**src/rtl/team_06_audio_pkg.sv**
```systemverilog
// Shared types and constants for the audio level meter.
package team_06_audio_pkg;

  localparam int unsigned SAMPLE_W   = 8;
  localparam int unsigned LEVELS_DEF = 8;

  typedef logic [SAMPLE_W-1:0] level_t;

  function automatic level_t max_level(input level_t a, input level_t b);
    return (a > b) ? a : b;
  endfunction

endpackage

```
**src/rtl/team_06_rise_detect.sv**
```systemverilog
// Single-bit rising-edge detector; the history register takes RESET_VAL on reset and clear.
module team_06_rise_detect #(
  parameter bit RESET_VAL = 1'b0
) (
  input  logic clk,
  input  logic rst_n,
  input  logic clr_i,
  input  logic d_i,
  output logic rise_c_o
);

  logic d_q;

  always_ff @(posedge clk or negedge rst_n) begin
    if (!rst_n)     d_q <= RESET_VAL;
    else if (clr_i) d_q <= RESET_VAL;
    else            d_q <= d_i;
  end

  assign rise_c_o = d_i & ~d_q;

endmodule

```
**src/rtl/team_06_audio_level_meter.sv**
```systemverilog
// Windowed average and held/decaying peak of 8-bit magnitude samples,
// with thermometer and one-hot bar codes for the LED display.
module team_06_audio_level_meter
  import team_06_audio_pkg::*;
#(
  parameter int unsigned WINDOW_LOG2  = 5,
  parameter int unsigned HOLD_WINDOWS = 8,
  parameter int unsigned DECAY_STEP   = 16,
  parameter int unsigned LEVELS       = LEVELS_DEF
) (
  input  logic              clk,
  input  logic              rst_n,
  input  level_t            sample_in,
  input  logic              sample_valid,
  input  logic              clear,
  output level_t            avg_level,
  output level_t            peak_level,
  output logic [LEVELS-1:0] bar,
  output logic [LEVELS-1:0] peak_bar,
  output logic              window_done
);

  localparam int unsigned ACC_W  = SAMPLE_W + WINDOW_LOG2;
  localparam int unsigned HOLD_W = $clog2(HOLD_WINDOWS + 1);
  localparam int unsigned STEP   = 256 / LEVELS;

  logic [ACC_W-1:0]       acc_q, acc_d, sum;
  logic [WINDOW_LOG2-1:0] cnt_q, cnt_d;
  level_t                 win_max_q, win_max_d;
  level_t                 avg_q, avg_d, peak_q, peak_d;
  level_t                 m, avg_new, decayed;
  logic [HOLD_W-1:0]      hold_q, hold_d;
  logic                   done_q, done_d;
  logic                   rise, accept;
  logic [LEVELS-1:0]      bar_c, peak_therm, peak_bar_c;

  // Edge history starts high so a valid already asserted at reset release is ignored.
  team_06_rise_detect #(.RESET_VAL(1'b1)) u_valid_rise (
    .clk      (clk),
    .rst_n    (rst_n),
    .clr_i    (clear),
    .d_i      (sample_valid),
    .rise_c_o (rise)
  );

  assign accept = rise & ~clear;

  always_ff @(posedge clk or negedge rst_n) begin
    if (!rst_n) begin
      acc_q     <= '0;
      cnt_q     <= '0;
      win_max_q <= '0;
      avg_q     <= '0;
      peak_q    <= '0;
      hold_q    <= '0;
      done_q    <= 1'b0;
    end else begin
      acc_q     <= acc_d;
      cnt_q     <= cnt_d;
      win_max_q <= win_max_d;
      avg_q     <= avg_d;
      peak_q    <= peak_d;
      hold_q    <= hold_d;
      done_q    <= done_d;
    end
  end

  always_comb begin
    acc_d     = acc_q;
    cnt_d     = cnt_q;
    win_max_d = win_max_q;
    avg_d     = avg_q;
    peak_d    = peak_q;
    hold_d    = hold_q;
    done_d    = 1'b0;

    sum     = acc_q + ACC_W'(sample_in);
    m       = max_level(win_max_q, sample_in);
    avg_new = SAMPLE_W'(sum >> WINDOW_LOG2);
    decayed = ({1'b0, peak_q} > 9'(DECAY_STEP)) ? peak_q - SAMPLE_W'(DECAY_STEP) : '0;

    if (clear) begin
      acc_d     = '0;
      cnt_d     = '0;
      win_max_d = '0;
      avg_d     = '0;
      peak_d    = '0;
      hold_d    = '0;
    end else if (accept) begin
      if (cnt_q == '1) begin
        // Window end: publish the mean and update the peak tracker.
        avg_d     = avg_new;
        acc_d     = '0;
        cnt_d     = '0;
        win_max_d = '0;
        done_d    = 1'b1;
        if (m >= peak_q) begin
          peak_d = m;
          hold_d = HOLD_W'(HOLD_WINDOWS);
        end else if (hold_q != '0) begin
          hold_d = hold_q - HOLD_W'(1);
        end else begin
          peak_d = max_level(decayed, avg_new);
        end
      end else begin
        acc_d     = sum;
        cnt_d     = cnt_q + WINDOW_LOG2'(1);
        win_max_d = m;
      end
    end

    for (int unsigned i = 0; i < LEVELS; i++) begin
      bar_c[i]      = ({1'b0, avg_q}  > 9'(i * STEP));
      peak_therm[i] = ({1'b0, peak_q} > 9'(i * STEP));
    end
    // Top bit of the peak thermometer code.
    peak_bar_c = peak_therm & ~(peak_therm >> 1);
  end

  assign avg_level   = avg_q;
  assign peak_level  = peak_q;
  assign window_done = done_q;
  assign bar         = bar_c;
  assign peak_bar    = peak_bar_c;

endmodule

```
**config.mk**
```make
export PLATFORM = sky130hd
export DESIGN_NAME = team_06_audio_level_meter
export DESIGN_NICKNAME = d
export VERILOG_FILES = /design/src/rtl/team_06_audio_pkg.sv /design/src/rtl/team_06_rise_detect.sv /design/src/rtl/team_06_audio_level_meter.sv
export SDC_FILE = /design/constraint.sdc
export NUM_CORES = 1
export LEC_CHECK = 0
export ABC_CLOCK_PERIOD_IN_PS = 3700
export CAP_MARGIN = 10
export CORE_MARGIN = 2
export CORE_UTILIZATION = 51
export CTS_CLUSTER_DIAMETER = 30
export CTS_CLUSTER_SIZE = 20
export DETAILED_ROUTE_END_ITERATION = 12
export PLACE_DENSITY = 0.82
export SYNTH_ARGS = -nofsm -noshare
export SYNTH_HDL_FRONTEND = slang
export SYNTH_SLANG_ARGS = --single-unit
```
**constraint.sdc**
```tcl
create_clock -name clk -period 3.7 [get_ports clk]
set_input_delay 0.555 -clock clk [delete_from_list [all_inputs] [get_ports clk]]
set_output_delay 0.555 -clock clk [all_outputs]
set_load 0.02 [all_outputs]
```
==> results by group <==
GRT
  – Largest net degree at the start of global routing: 49
  – GRT Total Usage: 30.6%
  – Vias in the first global route: 3855
  – Initial antenna violation count: 0
  – Grt ovf: 0
  – First-pass GRT wire length: 18400 um

Placed design
  – Detailed placement HPWL: 8300 um
  – GPL Wtd Cong: 0.922
  – Post-Place Cell Area: 4810 sq um
  – Number of port buffers: 44

Power and ir drop
  – Internal Dissipation: 0.943 mW
  – Peak VDD IR: 0.215 mV
  – Pwr/cell area: 256 nW/um^2
  – Clock power frac: 28.4%
  – Sw power: 0.443 mW
  – Design Power: 1.39 mW
  – Pleak: 2.47 nW
  – Logic pwr share: 31.5%
  – Sw Ratio: 32.0%
  – Seq pwr share: 40.1%

STA
  – Worst Skew: 0.0121 ns
  – Slew Limit Fails: 0
  – Setup Viol. Count Final: 12
  – Setup TNS: -0.814 ns
  – Worst slew pin tran: 1.07 ns
  – Rel. slew slack: 28.2%
  – Endpoints failing hold: 0
  – RSZ-0062 raised after global routing: yes
  – Max Fclk: 261 MHz
  – Final worst slack: -0.138 ns
  – Final period utilization: 104%
  – Minimum clock period: 3.84 ns

Worst setup path
  – Critical path class: primary input to flop
  – Crit. End Element: flop
  – Required @ worst endpoint: 3.93 ns
  – CP Launch Type: primary input
  – Arrival time worst endpoint: 4.07 ns
  – Crit-path max FO: 7

Detailed routing
  – Via/cell ratio: 6.24
  – Antenna viol nets, final: 0
  – First-pass DRT Iterations: 5
  – Drt total wl: 13500 um
  – Drt drc: 0
  – Vias: 4126
  – Initial DRC count: 448
  – Routed len/inst: 20.5 um

Die
  – Std-Cell Rows: 30
  – Core area: 6870 sq um
  – Die Wd: 88.7 um
  – Die Area: 7870 sq um
  – I/O pins: 45
  – Initial Util: 53.3%
  – Die Span Y: 88.7 um

Synthesis
  – Unique masters post-synth: 65
  – Syn_nets: 477
  – Ys async rst share: 100%
  – Mean Syn Cell Area: 8.64 sq um
  – Seq/Total Area, Yosys: 32.8%
  – Synth Area in Compound Gates: 24.5%
  – Ys flop type: dfrtp_1
  – Cell count after synthesis: 424
  – Share of synthesized cell area in and, or, nand and nor gates: 19.0%
  – Largest family of logic cells by synthesized area: compound AO/OA/AOI/OAI gates
  – Number of flops mapped to enable cells by yosys: 0
  – Yosys Warn Count: 0
  – Adder-cell share of the synthesized area: 14.2%
  – Xor/xnor cell area share of the yosys netlist: 2.63%
  – Cell Area, Synth: 3660 sq um
  – #FFs+latches synth: 48
  – Mux cell area share after synthesis: 1.95%

Final layout
  – Number of inserted diodes: 0
  – Layout Nets: 617
  – Fraction of layout cells with a size suffix above 1: 35.0%
  – P&R area growth vs syn: 48.0%
  – Filler instances: 425
  – Fin area: 5420 sq um

Flow run
  – Max_cap viols: 0

Clock tree
  – Total clock buffers created by CTS: 5
  – CTS sink cnt: 48
  – Root Buffer: clkbuf_8
  – Clock tree buffer depth: 2
  – Clock Latency Late Sink: 0.31 ns
  – CTS clk-pin slew, worst paths: 0.10 ns
  – Htree depth: 2
  – TritonCTS clock tree: yes

Min path
  – Worst hold path class: primary input to asynchronous set/reset pin

Status
  – Outcome: finished with violations
  – Failing checks: setup timing
## Yosys cell counts, types with 2 or more instances
master | instances | area, sq um
nand2_1 | 58 | 218
dfrtp_1 | 47 | 1180
ha_1 | 40 | 500
inv_1 | 32 | 120
o21ai_0 | 31 | 155
a21oi_1 | 30 | 150
nor2_1 | 26 | 97.6
nor3_1 | 11 | 55.1
a21o_1 | 10 | 75.1
a22o_1 | 8 | 70.1
xor2_1 | 8 | 70.1
and3_1 | 6 | 37.5
clkbuf_1 | 6 | 22.5
mux2i_1 | 6 | 60.1
nand2b_1 | 6 | 37.5
nand4_1 | 6 | 37.5
o221ai_1 | 6 | 52.6
a31oi_1 | 5 | 31.3
buf_2 | 5 | 25.0
nand3_1 | 5 | 25.0
o21a_1 | 4 | 30.0
or2_2 | 4 | 25.0
a211o_1 | 3 | 26.3
nor2b_1 | 3 | 18.8
o211ai_1 | 3 | 22.5
o21ai_1 | 3 | 15.0
o22ai_1 | 3 | 18.8
xnor2_1 | 3 | 26.3
a211oi_1 | 2 | 15.0
a21oi_4 | 2 | 32.5
nor3b_1 | 2 | 15.0
nor4_1 | 2 | 12.5
o2111ai_1 | 2 | 17.5
o21bai_1 | 2 | 15.0
o31ai_1 | 2 | 15.0
o31ai_4 | 2 | 42.5
or3_1 | 2 | 12.5
## area by class of cell
cell class,count,area [sq um],area share [%]
multi-input combinational,331,2660,49.0
sequential,48,1210,22.3
timing repair buffer,146,1210,22.3
inverter,32,120,2.22
tap,96,120,2.22
clock buffer,5,68.8,1.27
clock inverter,3,42.5,0.785
## what timing repair did
item,CTS,global route
setup endpoints to repair,12,12
pin swaps,18,32
hold buffers,0,0
gates resized for setup,43,59
setup buffers,7,10
## critical path: stages
cell,delay [ns]
dlygate4sd2_1,0.26
buf_4,0.14
ha_1,0.34
buf_4,0.17
nand3_1,0.15
a21o_1,0.21
a21oi_1,0.27
xnor2_1,0.15
ha_1,0.29
nand2_1,0.08
o21ai_0,0.23
buf_4,0.17
a21oi_4,0.05
buf_4,0.15
nor4b_1,0.48
a21oi_1,0.20
o221ai_2,0.17
## final timing paths
kind	startpoint	endpoint	slack, ns	depth (start not counted)
min in group clk	acc_q[3]$_DFFE_PN0P_	acc_q[3]$_DFFE_PN0P_	0.50	2
min reg2reg	acc_q[3]$_DFFE_PN0P_	acc_q[3]$_DFFE_PN0P_	0.50	2
max in group asynchronous	rst_n	u_valid_rise.d_q$_DFF_PN1_	2.88	2
max reg2reg	win_max_q[5]$_DFFE_PN0P_	peak_level[3]$_DFFE_PN0P_	-0.10	15
min	rst_n	peak_level[1]$_DFFE_PN0P_	0.21	1
max	sample_in[7]	peak_level[0]$_DFFE_PN0P_	-0.14	17
## sequential cells by signal (all words and copies together), names as in the netlist
name              count
peak_level            8
acc_q                13
window_done           1
hold_q                4
win_max_q             8
avg_level             8
u_valid_rise.d_q      1
cnt_q                 5
## layer usage
metal	GRT usage [%]	share of wire, %	up-vias
li1	-	-	1808
met1	37.1	37	1958
met2	52.9	48	275
met3	5.50	8.0	85
met4	13.9	6.5	0
met5	0	0	-
## kinds of logic after synthesis
| family | after synthesis |
|---|---|
| compound gates | 130 |
| xor+xnor | 11 |
| fa+ha+maj | 41 |
| buf+inv | 45 |
| flops | 48 |
| mux | 7 |
| simple gates | 142 |
## through the flow
stage	setup slack [ns]	hold slack, ns	utilization [%]	cells
after floorplan	0.00105	0.259	-	424
after global placement	-0.599	0.469	70.0	635
after detailed placement	-0.784	0.483	70.0	635
after CTS	0.0158	0.485	74.5	650
after global routing	-0.174	0.245	78.9	661
final	-0.138	0.214	78.9	661
## power by group through the flow
stage / Clock, mW / Sequential (mW) / Combinational, mW
floorplan: 0 / 0.559 / 0.172
global placement: 0 / 0.562 / 0.316
detailed placement: 0 / 0.563 / 0.333
CTS: 0.394 / 0.554 / 0.358
global route: 0.415 / 0.558 / 0.459
finish: 0.394 / 0.556 / 0.436
## placed cells by master, fill, tap and decap left out, types with 6 or more instances in the layout
cell type	n
nand4_1	6
dfrtp_1	44
a22o_1	8
nor2_1	25
clkdlybuf4s50_1	35
inv_1	21
o21ai_0	26
a21oi_1	24
nand2_1	53
ha_4	8
inv_2	11
xor2_1	8
buf_4	96
nor3_1	8
a21o_1	10
a21oi_4	6
ha_1	31
Note: power is estimated with default switching activity, not from simulation.
